--- config.mk ---
export PLATFORM = sky130hd
export DESIGN_NAME = iq_avg_snapshot_ctrl_flat
export DESIGN_NICKNAME = d
export VERILOG_FILES = /design/src/rtl/iq_avg_snapshot_ctrl_if.sv /design/src/rtl/iq_avg_snapshot_ctrl.sv /design/src/flat_wrapper.sv
export SDC_FILE = /design/constraint.sdc
export NUM_CORES = 1
export LEC_CHECK = 0
export BUFFER_PORTS_ARGS = -buffer_cell sky130_fd_sc_hd__buf_2
export CAP_MARGIN = 25
export CORE_MARGIN = 4
export CORE_UTILIZATION = 50
export CTS_CLUSTER_DIAMETER = 200
export CTS_CLUSTER_SIZE = 25
export DETAILED_ROUTE_END_ITERATION = 16
export HOLD_SLACK_MARGIN = 0.08
export PLACE_DENSITY = 0.85
export SYNTH_ARGS = -nofsm -noshare
export SYNTH_HDL_FRONTEND = slang
export SYNTH_SLANG_ARGS = --single-unit
--- constraint.sdc ---
create_clock -name user_clk -period 6.05 [get_ports user_clk]
set_clock_uncertainty 0.15 [all_clocks]
set_input_delay 1.21 -clock user_clk [delete_from_list [all_inputs] [get_ports user_clk]]
set_output_delay 1.21 -clock user_clk [all_outputs]
set_load 0.05 [all_outputs]
--- src/rtl/iq_avg_snapshot_ctrl_if.sv ---
// ---------------------------------------------------------------------------
// iq_avg_snapshot_ctrl_if
//   Groups the ss_ctrl control word, the averaged I/Q sample stream, the
//   capture BRAM write port and the status word used by the
//   iq_avg_snapshot_ctrl block. All signals live in the user_clk domain.
//
//   Signals:
//     ctrl_word  [31:0]        ss_ctrl register value
//                              ([0] arm, [1] sync_mode, [2] abort, [31:16] len)
//     din        [DATA_W-1:0]  averaged I/Q sample (I high half, Q low half)
//     din_valid                din qualifier
//     din_sync                 one-cycle frame-start pulse
//     bram_addr  [ADDR_W-1:0]  capture write address
//     bram_data  [DATA_W-1:0]  capture write data
//     bram_we                  capture write enable
//     status     [31:0]        {done, busy, waiting, 13'b0, count[15:0]}
//
//   Modports:
//     master  drives control and sample inputs, observes BRAM port and status
//     slave   the snapshot controller itself
// ---------------------------------------------------------------------------
interface iq_avg_snapshot_ctrl_if #(
  parameter int ADDR_W = 10,
  parameter int DATA_W = 64
);
  logic [31:0]       ctrl_word;
  logic [DATA_W-1:0] din;
  logic              din_valid;
  logic              din_sync;
  logic [ADDR_W-1:0] bram_addr;
  logic [DATA_W-1:0] bram_data;
  logic              bram_we;
  logic [31:0]       status;

  modport master (
    output ctrl_word, din, din_valid, din_sync,
    input  bram_addr, bram_data, bram_we, status
  );

  modport slave (
    input  ctrl_word, din, din_valid, din_sync,
    output bram_addr, bram_data, bram_we, status
  );
endinterface

--- src/rtl/iq_avg_snapshot_ctrl.sv ---
// ---------------------------------------------------------------------------
// iq_avg_snapshot_ctrl
//   Snapshot controller for the averaged I/Q stream. Watches the ss_ctrl
//   control word for a rising edge of arm, optionally waits for a frame-start
//   sync, then writes len_eff consecutive valid samples into a single-port
//   capture BRAM starting at address 0. Progress is reported through a
//   status word for a simulink2ppc register.
//
//   Ports:
//     user_clk    fabric clock, all logic on the rising edge
//     user_rst_n  asynchronous active-low reset
//     ss          iq_avg_snapshot_ctrl_if.slave (control, samples, BRAM, status)
//     ts_out_o    [31:0] cycle count at the first write of the last capture
//                 (only when IQ_SS_TIMESTAMP_EN is defined)
//
//   Optional feature macro: IQ_SS_TIMESTAMP_EN
//     Adds a free-running 32-bit cycle counter and the ts_out_o port.
// ---------------------------------------------------------------------------
module iq_avg_snapshot_ctrl #(
  parameter int ADDR_W = 10,
  parameter int DATA_W = 64
) (
  input  logic                    user_clk,
  input  logic                    user_rst_n,
  iq_avg_snapshot_ctrl_if.slave   ss
`ifdef IQ_SS_TIMESTAMP_EN
  ,
  output logic [31:0]             ts_out_o
`endif
);

  localparam int          CNT_W   = ADDR_W + 1;
  localparam logic [31:0] DEPTH_U = 32'(1) << ADDR_W;

  localparam logic [1:0] ST_IDLE      = 2'd0;
  localparam logic [1:0] ST_WAIT_SYNC = 2'd1;
  localparam logic [1:0] ST_CAPTURE   = 2'd2;
  localparam logic [1:0] ST_DONE      = 2'd3;

  logic [1:0]        state_q, state_d;
  logic              arm_q;
  logic [CNT_W-1:0]  count_q, count_d;
  logic [CNT_W-1:0]  last_q, last_d;
  logic              we_q, we_d;
  logic [ADDR_W-1:0] addr_q, addr_d;
  logic [DATA_W-1:0] data_q, data_d;

  logic              arm_rise;
  logic              abort;
  logic              sync_mode;
  logic [15:0]       len_field;
  logic [CNT_W-1:0]  len_eff;
  logic              accept;
  logic              unused_ctrl_bits;

  assign arm_rise         = ss.ctrl_word[0] & ~arm_q;
  assign sync_mode        = ss.ctrl_word[1];
  assign abort            = ss.ctrl_word[2];
  assign len_field        = ss.ctrl_word[31:16];
  assign unused_ctrl_bits = ^ss.ctrl_word[15:3];

  // A zero or oversized length means "fill the whole BRAM".
  always_comb begin
    len_eff = CNT_W'(len_field);
    if (len_field == 16'd0 || {16'd0, len_field} > DEPTH_U) begin
      len_eff = CNT_W'(DEPTH_U);
    end
  end

  // Next-state logic. Abort wins over everything, including a write that
  // would otherwise be accepted this cycle. The sync sample itself is the
  // first one captured, so WAIT_SYNC and CAPTURE share the write path.
  always_comb begin
    state_d = state_q;
    count_d = count_q;
    last_d  = last_q;
    addr_d  = addr_q;
    data_d  = data_q;
    we_d    = 1'b0;
    accept  = 1'b0;

    if (abort) begin
      state_d = ST_IDLE;
    end else begin
      case (state_q)
        ST_IDLE, ST_DONE: begin
          if (arm_rise) begin
            state_d = sync_mode ? ST_WAIT_SYNC : ST_CAPTURE;
            count_d = '0;
            last_d  = len_eff - CNT_W'(1);
          end
        end
        ST_WAIT_SYNC: accept = ss.din_sync & ss.din_valid;
        ST_CAPTURE:   accept = ss.din_valid;
        default:      state_d = ST_IDLE;
      endcase
    end

    if (accept) begin
      we_d    = 1'b1;
      addr_d  = count_q[ADDR_W-1:0];
      data_d  = ss.din;
      count_d = count_q + CNT_W'(1);
      state_d = (count_q == last_q) ? ST_DONE : ST_CAPTURE;
    end
  end

  always_ff @(posedge user_clk or negedge user_rst_n) begin
    if (!user_rst_n) begin
      state_q <= ST_IDLE;
      arm_q   <= 1'b0;
      count_q <= '0;
      last_q  <= '0;
      we_q    <= 1'b0;
      addr_q  <= '0;
      data_q  <= '0;
    end else begin
      state_q <= state_d;
      arm_q   <= ss.ctrl_word[0];
      count_q <= count_d;
      last_q  <= last_d;
      we_q    <= we_d;
      addr_q  <= addr_d;
      data_q  <= data_d;
    end
  end

  assign ss.bram_we   = we_q;
  assign ss.bram_addr = addr_q;
  assign ss.bram_data = data_q;
  assign ss.status    = {state_q == ST_DONE, state_q == ST_CAPTURE,
                         state_q == ST_WAIT_SYNC, 13'd0, 16'(count_q)};

`ifdef IQ_SS_TIMESTAMP_EN
  logic [31:0] cycle_q;
  logic [31:0] ts_q;

  // The stamp is loaded at the edge that raises bram_we for the first write,
  // so it is loaded with cycle_q+1: the counter value seen during that
  // write cycle.
  always_ff @(posedge user_clk or negedge user_rst_n) begin
    if (!user_rst_n) begin
      cycle_q <= '0;
      ts_q    <= '0;
    end else begin
      cycle_q <= cycle_q + 32'd1;
      if (accept && count_q == '0) begin
        ts_q <= cycle_q + 32'd1;
      end
    end
  end

  assign ts_out_o = ts_q;
`endif

endmodule

--- src/flat_wrapper.sv ---
// flat-port wrapper written by rule: the top's interface ports become plain ports
module iq_avg_snapshot_ctrl_flat 
#(
  parameter int ADDR_W = 10,
  parameter int DATA_W = 64
)
  (user_clk, user_rst_n, ss_ctrl_word, ss_din, ss_din_valid, ss_din_sync, ss_bram_addr, ss_bram_data, ss_bram_we, ss_status);
  iq_avg_snapshot_ctrl_if #(.ADDR_W(ADDR_W), .DATA_W(DATA_W)) ss_i ();
  input  logic user_clk;
  input  logic user_rst_n;
  input wire logic [$bits(ss_i.ctrl_word)-1:0] ss_ctrl_word;
  input wire logic [$bits(ss_i.din)-1:0] ss_din;
  input wire logic [$bits(ss_i.din_valid)-1:0] ss_din_valid;
  input wire logic [$bits(ss_i.din_sync)-1:0] ss_din_sync;
  output wire logic [$bits(ss_i.bram_addr)-1:0] ss_bram_addr;
  output wire logic [$bits(ss_i.bram_data)-1:0] ss_bram_data;
  output wire logic [$bits(ss_i.bram_we)-1:0] ss_bram_we;
  output wire logic [$bits(ss_i.status)-1:0] ss_status;
  assign ss_i.ctrl_word = ss_ctrl_word;
  assign ss_i.din = ss_din;
  assign ss_i.din_valid = ss_din_valid;
  assign ss_i.din_sync = ss_din_sync;
  assign ss_bram_addr = ss_i.bram_addr;
  assign ss_bram_data = ss_i.bram_data;
  assign ss_bram_we = ss_i.bram_we;
  assign ss_status = ss_i.status;
  iq_avg_snapshot_ctrl #(.ADDR_W(ADDR_W), .DATA_W(DATA_W)) u_core (.user_clk(user_clk), .user_rst_n(user_rst_n), .ss(ss_i));
endmodule
==> metrics.md <==
| Metric | Value |
|---|---|
| Status | complete, no violations |
| Buffers & Inverters on Critical Path | 2 |
| Fmax | 264 MHz |
| Drc violations | 0 |
| RD Place Congestion | 0.798 |
| Relative slew slack | 41.8% |
| Clk sinks | 100 |
| Post-CTS setup buffer count | 0 |
| CTS resizes | 0 |
| Final Hold Fails | 0 |
| Grt total ovfl | 0 |
| First-pass GRT wire length | 17300 um |
| Post-DRT Antenna Nets | 0 |
| DR pass1 iterations | 4 |
| CTS Hold Bufs | 0 |
| Placed Cells incl. Taps | 764 |
| Mapped Cells | 506 |
| Slew Viols, Final | 0 |
| Mapped cell area | 4450 sq um |
| Worst-Margin Slew | 0.873 ns |
| Maximum fanout along the worst path | 14 |
| Number of synthesized flops with an enable pin | 0 |
| Die Wd | 102 um |
| Slowest CP cell | or4_1 |
| Max Root-Sink Buffers | 2 |
| Period minus WS final | 3.78 ns |
| Slowest stage delay, CP | 0.66 ns |
| CP Launch Type | input port |
| Crit path DAT | 3.86 ns |
| Final core occ | 63.3% |
| Row count | 34 |
| # fillers | 698 |
| Synthesis Warnings | 0 |
| #FFs+latches synth | 100 |
| Wirelength per Cell | 14.1 um |
| Fin Hold WS | 0.322 ns |
| Core ar. | 8680 sq um |
| Die Footprint | 10500 sq um |
| Setup violators final | 0 |
| Total power | 0.00259 W |
| Layout Cells excl Fill | 780 |
| # IOs | 207 |
| Largest net degree at the start of global routing | 86 |
| Dominant synthesized flop cell | dfrtp_1 |
| Max-Cap Viols | 0 |
| CTS root buf | clkbuf_8 |
| Hold Crit Class | reg -> reg |
| CP cell instances | buf_2 -> or4_1 -> or4_1 -> and3_1 -> nand2_1 -> ha_1 -> inv_1 -> and4_1 -> a211o_1 |
| Avg Cell Area, Syn | 8.79 sq um |
| Share of cells above drive strength 1 | 29.5% |
| Worst path most repeated cell | or4_1 |
| Asr flop ratio synth | 100% |
| Final #Nets | 772 |
| Post-synthesis sequential area ratio | 56.2% |
| Die height | 102 um |
| TNS Setup | 0 ns |
| Port-buffer cells | 175 |
| Critical path class | in -> reg |
| CP required | 6.13 ns |
| CTS tree | built |
| Final Cycle Share | 62.6% |
| Leakage | 3.15 nW |
| RSZ-0062 raised after global routing | false |
| Final wirelength | 11000 um |
| HPWL reported at the end of detailed placement | 8270 um |
| Vias in the first global route | 3694 |
| Number of vias per cell | 5.00 |
| P&R area growth vs syn | 23.4% |
| PwrDens | 472 nW/um^2 |
| Largest delay share family, worst path | simple AND/OR/NAND/NOR gates |
| # H-tree levels | 3 |
| Clock slew at the register clock pins of the worst setup and hold paths | 0.09 ns |
| DRT iter0 DRCs | 159 |
| Gr usage total | 20.7% |
| VDD IR max | 0.228 mV |
| Initial antenna violation count | 0 |
| Initial Utilization | 51.3% |
| Worst skew pair latency | 0.34 ns |
| Netlist cell types | 40 |
| # diodes | 0 |
| Vias post-DR | 3897 |
| CTS buffer count | 9 |
| Crit path capture type | flop |
[registers in the layout, summed over array words and instances (netlist names)]
register	flops
u_core.ss.bram_data	64
u_core.ss.bram_addr	10
u_core.ss.bram_we	1
u_core.arm_q	1
u_core.count_q	11
u_core.last_q	11
u_core.state_q	2
[logic make-up after synthesis]
| kind of cell | share of synthesized area, % |
|---|---|
| and+or+nand+nor | 26.3 |
| other | 0.0843 |
| AOI/OAI and AO/OA | 6.41 |
| muxes | 0.675 |
| DFF | 56.2 |
| xor gates and xnor gates | 2.95 |
| adders and majority gates | 1.41 |
| buffers and inverters | 5.93 |
[placed cells by master (no fill, tap or decap), types with 7 or more instances in the layout]
cell type  instances
nand2_1          238
dfrtp_1          100
o21ai_0           13
conb_1            18
a21oi_1            7
nor2_1            22
xnor2_1           15
clkbuf_8          10
buf_2            174
a31oi_1            8
[final timing paths]
| check | from | endpoint | slack (ns) | cells past startpoint |
|---|---|---|---|---|
| worst max-delay path | ss_ctrl_word[19] | u_core.last_q[2] | 2.27 | 9 |
| worst min-delay path | u_core.ss.bram_data[63] | u_core.ss.bram_data[63] | 0.32 | 2 |
| worst max register to register | u_core.state_q[0] | u_core.ss.bram_data[52] | 2.66 | 7 |
| worst min register to register | u_core.ss.bram_data[63] | u_core.ss.bram_data[63] | 0.32 | 2 |
| max in group asynchronous | user_rst_n | u_core.ss.bram_data[21] | 3.94 | 2 |
| min in group asynchronous | user_rst_n | u_core.ss.bram_data[10] | 0.75 | 1 |
[synth_stat cells (all sizes together) (5+ instances only)]
cell type	number	area share [%]
buf	21	3.7
ha	5	1.4
nand4	5	0.70
dfrtp	100	56
clkbuf	23	1.9
o21ai	13	1.5
a21oi	7	0.79
nor3	5	0.56
a31oi	8	1.1
xnor2	15	3.0
nand2	238	20
nor2	22	1.9
[worst reg2reg max path: stages, from the launching register on]
cell	delay (ns)
dfrtp_1	0.39
inv_1	0.07
ha_1	0.34
or4b_4	0.90
inv_2	0.77
buf_4	0.47
nand2_1	0.13
nand2_1	0.09
[metrics by stage]
stage | instance area, sq um | worst slack, ns
after floorplan | 4510 | 2.24
after global placement | 5300 | 2.01
after detailed placement | 5300 | 1.93
after CTS | 5490 | 2.29
after global routing | 5490 | 2.12
final | 5490 | 2.27
[layout make-up]
type | instances | area (sq um) | share of cell area [%]
timing repair buffer | 177 | 893 | 16.3
tap | 108 | 135 | 2.46
sequential | 100 | 2500 | 45.6
clock buffer | 12 | 145 | 2.64
clock inverter | 4 | 48.8 | 0.889
multi-input combinational | 375 | 1750 | 31.9
inverter | 4 | 15.0 | 0.273
[routing by layer]
layer	global-route usage [%]	routed length, um
met1	25.7	4330
met2	36.5	5750
met3	4.91	790
met4	4.84	127
met5	0	0
[where the power goes]
| part | switching, W | internal (W) |
|---|---|---|
| Clock | 0.000215 | 0.000203 |
| Combinational | 0.000953 | 0.000243 |
| Sequential | 0.000107 | 0.000868 |
| Total | 0.00128 | 0.00131 |
Note: power is estimated with default switching activity, not from simulation.
